### config.mk
export PLATFORM = sky130hd
export DESIGN_NAME = cache_line
export DESIGN_NICKNAME = d
export VERILOG_FILES = /design/src/rtl/cache_pkg.sv /design/src/rtl/cache_age_counter.sv /design/src/rtl/cache_line.sv
export SDC_FILE = /design/constraint.sdc
export NUM_CORES = 1
export LEC_CHECK = 0
export ABC_AREA = 1
export BUFFER_PORTS_ARGS = -buffer_cell sky130_fd_sc_hd__buf_4
export CORE_MARGIN = 10
export CORE_UTILIZATION = 39
export CTS_CLUSTER_DIAMETER = 150
export DETAILED_ROUTE_END_ITERATION = 10
export GPL_TIMING_DRIVEN = 1
export SYNTH_ARGS = -nofsm -noshare
export SYNTH_HDL_FRONTEND = slang
export SYNTH_SLANG_ARGS = --single-unit
### constraint.sdc
create_clock -name clk -period 2 [get_ports clk]
set_clock_uncertainty 0.2 [all_clocks]
set_input_delay 0.4 -clock clk [delete_from_list [all_inputs] [get_ports clk]]
set_output_delay 0.4 -clock clk [all_outputs]
set_load 0.05 [all_outputs]
### src/rtl/cache_pkg.sv
// Shared widths and address decoding for one cache line of a 4-way set-associative data cache.
package cache_pkg;

  localparam int unsigned ADDR_W      = 32;
  localparam int unsigned OFFSET_W    = 4;
  localparam int unsigned INDEX_W     = 6;
  localparam int unsigned TAG_W       = ADDR_W - INDEX_W - OFFSET_W;
  localparam int unsigned BLOCK_BYTES = 1 << OFFSET_W;
  localparam int unsigned BYTE_W      = 8;
  localparam int unsigned AGE_W       = 2;
  localparam logic [AGE_W-1:0] AGE_MAX = AGE_W'(3);

  // Fields of a byte address as seen by one line.
  typedef struct packed {
    logic [TAG_W-1:0]    tag;
    logic [INDEX_W-1:0]  index;
    logic [OFFSET_W-1:0] offset;
  } addr_fields_t;

  // Split a byte address into tag, set index and byte offset.
  function automatic addr_fields_t split_address(input logic [ADDR_W-1:0] addr);
    addr_fields_t f;
    f.tag    = addr[ADDR_W-1 -: TAG_W];
    f.index  = addr[OFFSET_W +: INDEX_W];
    f.offset = addr[OFFSET_W-1:0];
    return f;
  endfunction

endpackage

### src/rtl/cache_age_counter.sv
// 2-bit saturating LRU age counter; clear wins over increment, all updates gated by en.
module cache_age_counter
  import cache_pkg::*;
(
  input  logic             clk,
  input  logic             rst_b,
  input  logic             en,
  input  logic             clr,
  input  logic             inc,
  output logic [AGE_W-1:0] age
);

  logic [AGE_W-1:0] r_age;

  // Age register: clear has priority, increment saturates at AGE_MAX.
  always_ff @(posedge clk or negedge rst_b) begin
    if (!rst_b) begin
      r_age <= '0;
    end else if (en) begin
      if (clr) begin
        r_age <= '0;
      end else if (inc && (r_age != AGE_MAX)) begin
        r_age <= r_age + AGE_W'(1);
      end
    end
  end

  assign age = r_age;

endmodule

### src/rtl/cache_line.sv
// One way of one set: tag/valid/block storage, tag compare, byte read/write, LRU age.
// Optional dirty tracking is enabled by defining CACHE_LINE_DIRTY_EN.
module cache_line
  import cache_pkg::*;
(
  input  logic              clk,
  input  logic              rst_b,
  input  logic              ready,
  input  logic [ADDR_W-1:0] address_word,
  input  logic              try_read,
  input  logic              try_write,
  input  logic [BYTE_W-1:0] write_data,
  input  logic              reset_age,
  input  logic              increment_age,
  output logic [BYTE_W-1:0] data,
  output logic [AGE_W-1:0]  age,
  output logic              hit_miss,
  output logic              is_empty
`ifdef CACHE_LINE_DIRTY_EN
  ,
  output logic              dirty
`endif
);

  logic                               r_valid;
  logic [TAG_W-1:0]                   r_tag;
  logic [BLOCK_BYTES-1:0][BYTE_W-1:0] r_block;
  logic [BYTE_W-1:0]                  r_data;

  addr_fields_t         w_fields;
  logic                 w_hit;
  logic                 w_do_write;
  logic                 w_do_read;
  logic [INDEX_W-1:0]   w_unused_index;

  // Address decode and tag compare; independent of ready and the access strobes.
  always_comb begin
    w_fields       = split_address(address_word);
    w_unused_index = w_fields.index;
    w_hit          = r_valid && (r_tag == w_fields.tag);
    w_do_write     = ready && try_write;
    w_do_read      = ready && try_read && !try_write;
  end

  // Tag, valid and block storage: write hit updates one byte, write miss allocates a zeroed block.
  always_ff @(posedge clk or negedge rst_b) begin
    if (!rst_b) begin
      r_valid <= 1'b0;
      r_tag   <= '0;
      r_block <= '0;
    end else if (w_do_write) begin
      if (w_hit) begin
        r_block[w_fields.offset] <= write_data;
      end else begin
        r_valid                  <= 1'b1;
        r_tag                    <= w_fields.tag;
        r_block                  <= '0;
        r_block[w_fields.offset] <= write_data;
      end
    end
  end

  // Registered read data: loaded only on a read hit, otherwise holds.
  always_ff @(posedge clk or negedge rst_b) begin
    if (!rst_b) begin
      r_data <= '0;
    end else if (w_do_read && w_hit) begin
      r_data <= r_block[w_fields.offset];
    end
  end

`ifdef CACHE_LINE_DIRTY_EN
  logic r_dirty;

  // Dirty flag: set by any write (hit or allocate), cleared only by reset.
  always_ff @(posedge clk or negedge rst_b) begin
    if (!rst_b) begin
      r_dirty <= 1'b0;
    end else if (w_do_write) begin
      r_dirty <= 1'b1;
    end
  end

  assign dirty = r_dirty;
`endif

  cache_age_counter u_age (
    .clk   (clk),
    .rst_b (rst_b),
    .en    (ready),
    .clr   (reset_age),
    .inc   (increment_age),
    .age   (age)
  );

  assign data     = r_data;
  assign hit_miss = w_hit;
  assign is_empty = !r_valid;

endmodule

==> load_flow_metrics.sql <==
INSERT INTO impl_metrics (metric_group, metric, value, unit) VALUES
('synthesis', 'synth_edf_count', '0', ''),
('clock_tree', 'clock_path_buffers', '2', ''),
('synthesis', 'yosysSeqAreaShare', '0.502', ''),
('power', 'seqPwrFrac', '0.454', ''),
('drt', 'drt_pre_antenna_iters', '5', ''),
('finish', 'post-route-util', '0.496', ''),
('placed_design', 'pre_cts_slack', '-0.174', 'ns'),
('grt', 'grt_antenna_before_repair', '0', ''),
('placed_design', 'place.detailed.hpwl', '16.0', 'mm'),
('synthesis', 'synth_top_cell_by_area', 'sky130_fd_sc_hd__dfrtp_1', ''),
('critical_path', 'crit_path_max_fanout', '3', ''),
('critical_path', 'worstPathRequired', '1.40', 'ns'),
('power', 'power.static_leakage', '5.54', 'nW'),
('floorplan', 'placementRows', '52', ''),
('finish', 'most-common-layout-cells', 'sky130_fd_sc_hd__nand2_1 (521), sky130_fd_sc_hd__nand3_1 (166), sky130_fd_sc_hd__dfrtp_1 (161), sky130_fd_sc_hd__buf_4 (97), sky130_fd_sc_hd__inv_1 (82)', ''),
('power', 'power_switching', '2.06', 'mW'),
('clock_tree', 'clkTransAtPathRegs', '0.06', 'ns'),
('grt', 'pin_count_of_the_biggest_net_entering_global_routing', '46', ''),
('finish', 'layout_commonest_cell', 'sky130_fd_sc_hd__nand2_1', ''),
('drt', 'drt-initial-drc-count', '650', ''),
('hold_path', 'worst_hold_endpoint', 'r_valid', ''),
('critical_path', 'critical_path_class', 'reg -> out', ''),
('clock_tree', 'worst_skew_pair.late_latency', '0.44', 'ns'),
('critical_path', 'worstSetupStartpointType', 'register', ''),
('power', 'comb_power_share', '0.119', ''),
('synthesis', 'synth_nets', '1151', ''),
('timing', 'period_share', '1.12', ''),
('critical_path', 'critPathCaptureType', 'output pin', ''),
('critical_path', 'critical_path.reg2reg.startpoint', 'r_tag[18]', ''),
('finish', 'drive_above_1_share', '0.142', ''),
('synthesis', 'ys_ff_latch', '161', ''),
('synthesis', 'post-synth-top-area-fraction', '0.502', ''),
('floorplan', 'die_h', '164', 'um'),
('floorplan', 'floorplan.io_pins', '59', ''),
('status', 'violations_in_the_final_reports', 'setup timing', ''),
('timing', 'report.final.hold_viol_count', '0', ''),
('power', 'internal_power', '5.60', 'mW'),
('timing', 'setup_repair_after_global_routing_missed_its_margin', 'yes', ''),
('synthesis', 'distinct_cell_type_count_after_synthesis', '20', ''),
('drt', 'viasPerCell', '5.05', ''),
('synthesis', 'synth.avg_cell_area', '7.28', 'um^2'),
('status', 'run_status', 'finished, violations left', ''),
('timing', 'finalMaxSlewViolations', '0', ''),
('job', 'number_of_max_cap_violations', '0', ''),
('synthesis', 'mappedNetlistArea', '8030', 'um^2'),
('timing', 'setup_ws', '-0.246', 'ns'),
('critical_path', 'depth_of_the_worst_register_to_register_path', '13', ''),
('power', 'power_density', '762', 'nW/um^2'),
('grt', 'global_route_wire_length_before_repair', '38.6', 'mm'),
('clock_tree', 'tritoncts.num_buffers', '17', ''),
('clock_tree', 'root_buffer', 'sky130_fd_sc_hd__clkbuf_16', ''),
('hold_path', 'worstHoldPathType', 'in -> reg', ''),
('placed_design', 'place.port_buffers', '52', ''),
('clock_tree', 'cts_tree', 'built', ''),
('synthesis', 'synth_cells', '1103', ''),
('floorplan', 'floorplan.initialDensity', '0.397', ''),
('timing', 'worst_slew_pin_slew', '0.355', 'ns'),
('timing', 'setup_viol_count_final', '87', ''),
('grt', 'number_of_global_route_vias_before_repair', '7288', ''),
('synthesis', 'ys_async_sr_fraction', '1.00', ''),
('drt', 'remaining_drcs', '0', ''),
('timing', 'timing.fmax', '445', 'MHz'),
('finish', 'nNetsFinal', '1250', ''),
('floorplan', 'total_die_area', '26700', 'um^2'),
('drt', 'vias', '7498', ''),
('finish', 'area_growth_syn_to_layout', '25.0', '%'),
('grt', 'grt_overflow', '0', ''),
('synthesis', 'ys_warn_count', '0', ''),
('drt', 'routedWlPerCell', '16.8', 'um'),
('grt', 'global_route.usage.total', '0.181', ''),
('synthesis', 'primary_ff_master_synth', 'sky130_fd_sc_hd__dfrtp_1', '');
stage by stage:
stage | power [mW] | instances | instance area (um^2) | setup TNS, ns
5_1_grt | 7.96 | 1485 | 10000 | -16.70
3_3_place_gp | 4.32 | 1433 | 9020 | -9.58
4_1_cts | 7.61 | 1468 | 9690 | -0.240
2_1_floorplan | 3.96 | 1103 | 8030 | 0
3_5_place_dp | 4.33 | 1433 | 9020 | -15.46
6_report | 7.65 | 1485 | 10000 | -1.47
synth_stat cells (2+ instances only):
| master | number |
|---|---|
| sky130_fd_sc_hd__nor2_1 | 50 |
| sky130_fd_sc_hd__nand2_1 | 523 |
| sky130_fd_sc_hd__nand4_1 | 38 |
| sky130_fd_sc_hd__buf_2 | 12 |
| sky130_fd_sc_hd__dfrtp_1 | 161 |
| sky130_fd_sc_hd__o21ai_0 | 24 |
| sky130_fd_sc_hd__clkbuf_1 | 24 |
| sky130_fd_sc_hd__inv_1 | 84 |
| sky130_fd_sc_hd__nand3_1 | 166 |
| sky130_fd_sc_hd__buf_6 | 8 |
| sky130_fd_sc_hd__nor2_2 | 3 |
| sky130_fd_sc_hd__nand2_2 | 2 |
cells by family after synthesis:
family | synth area share
AO/OA/AOI/OAI | 0.0168
XOR/XNOR | 0.00109
adder cells (fa/ha/maj) | 0.00156
buffers and inverters | 0.0715
flip-flops | 0.502
AND/OR/NAND/NOR | 0.407
worst max-delay path: stages, from the launching register on:
cell and delay, ns:
sky130_fd_sc_hd__dfrtp_1 0.40, sky130_fd_sc_hd__nand2_1 0.07, sky130_fd_sc_hd__nand2_1 0.05, sky130_fd_sc_hd__nor2_2 0.13, sky130_fd_sc_hd__nand2_1 0.09, sky130_fd_sc_hd__nor2_2 0.14, sky130_fd_sc_hd__nand3_2 0.11, sky130_fd_sc_hd__inv_2 0.08
sky130_fd_sc_hd__buf_8 0.14
registers in the layout, summed over array words and instances, names as in the netlist:
| register | count |
|---|---|
| r_tag | 22 |
| r_block | 128 |
| r_valid | 1 |
| data | 8 |
| u_age.age | 2 |
per-layer routing:
metal,up-vias,track usage,share of wire
met4,0,0.0654,0.022
li1,3685,-,-
met3,47,0.0413,0.076
met5,-,0,0
met1,3513,0.244,0.46
met2,253,0.280,0.44
layout make-up:
class | count | area (um^2)
Clock buffer | 22 | 484
Clock inverter | 10 | 101
Fill cell | 1963 | 10200
Inverter | 84 | 315
Multi-Input combinational cell | 813 | 3480
Sequential cell | 161 | 4030
Tap cell | 270 | 338
Timing Repair Buffer | 125 | 1290
repair_timing:
item,in CTS,in global routing
hold buffers,1,0
hold endpoints to repair,75,0
cloned,1,9
pin swaps,5,14
endpoints found under the setup margin,81,158
setup buffers,1,9
gates resized for setup,10,13
power by group through the flow:
stage          sequential [mW]  combinational, mW  clock [mW]
3_3_place_gp              3.53              0.790           0
6_report                  3.48              0.913        3.26
2_1_floorplan             3.55              0.415           0
5_1_grt                   3.49               1.02        3.45
4_1_cts                   3.47              0.820        3.32
3_5_place_dp              3.53              0.801           0
worst max-delay path by stage:
| stage | slack [ns] | to | depth (start not counted) | startpoint |
|---|---|---|---|---|
| 2_1_floorplan | 0.11 | hit_miss | 8 | address_word[14] |
| 3_3_place_gp | -0.12 | r_tag[7] | 11 | address_word[28] |
| 3_5_place_dp | -0.17 | r_tag[17] | 10 | address_word[28] |
| 4_1_cts | -0.24 | hit_miss | 8 | r_tag[6] |
| 5_1_grt | -0.37 | hit_miss | 9 | r_tag[1] |
| 6_report | -0.25 | hit_miss | 8 | r_tag[18] |
Note: power is estimated with default switching activity, not from simulation.
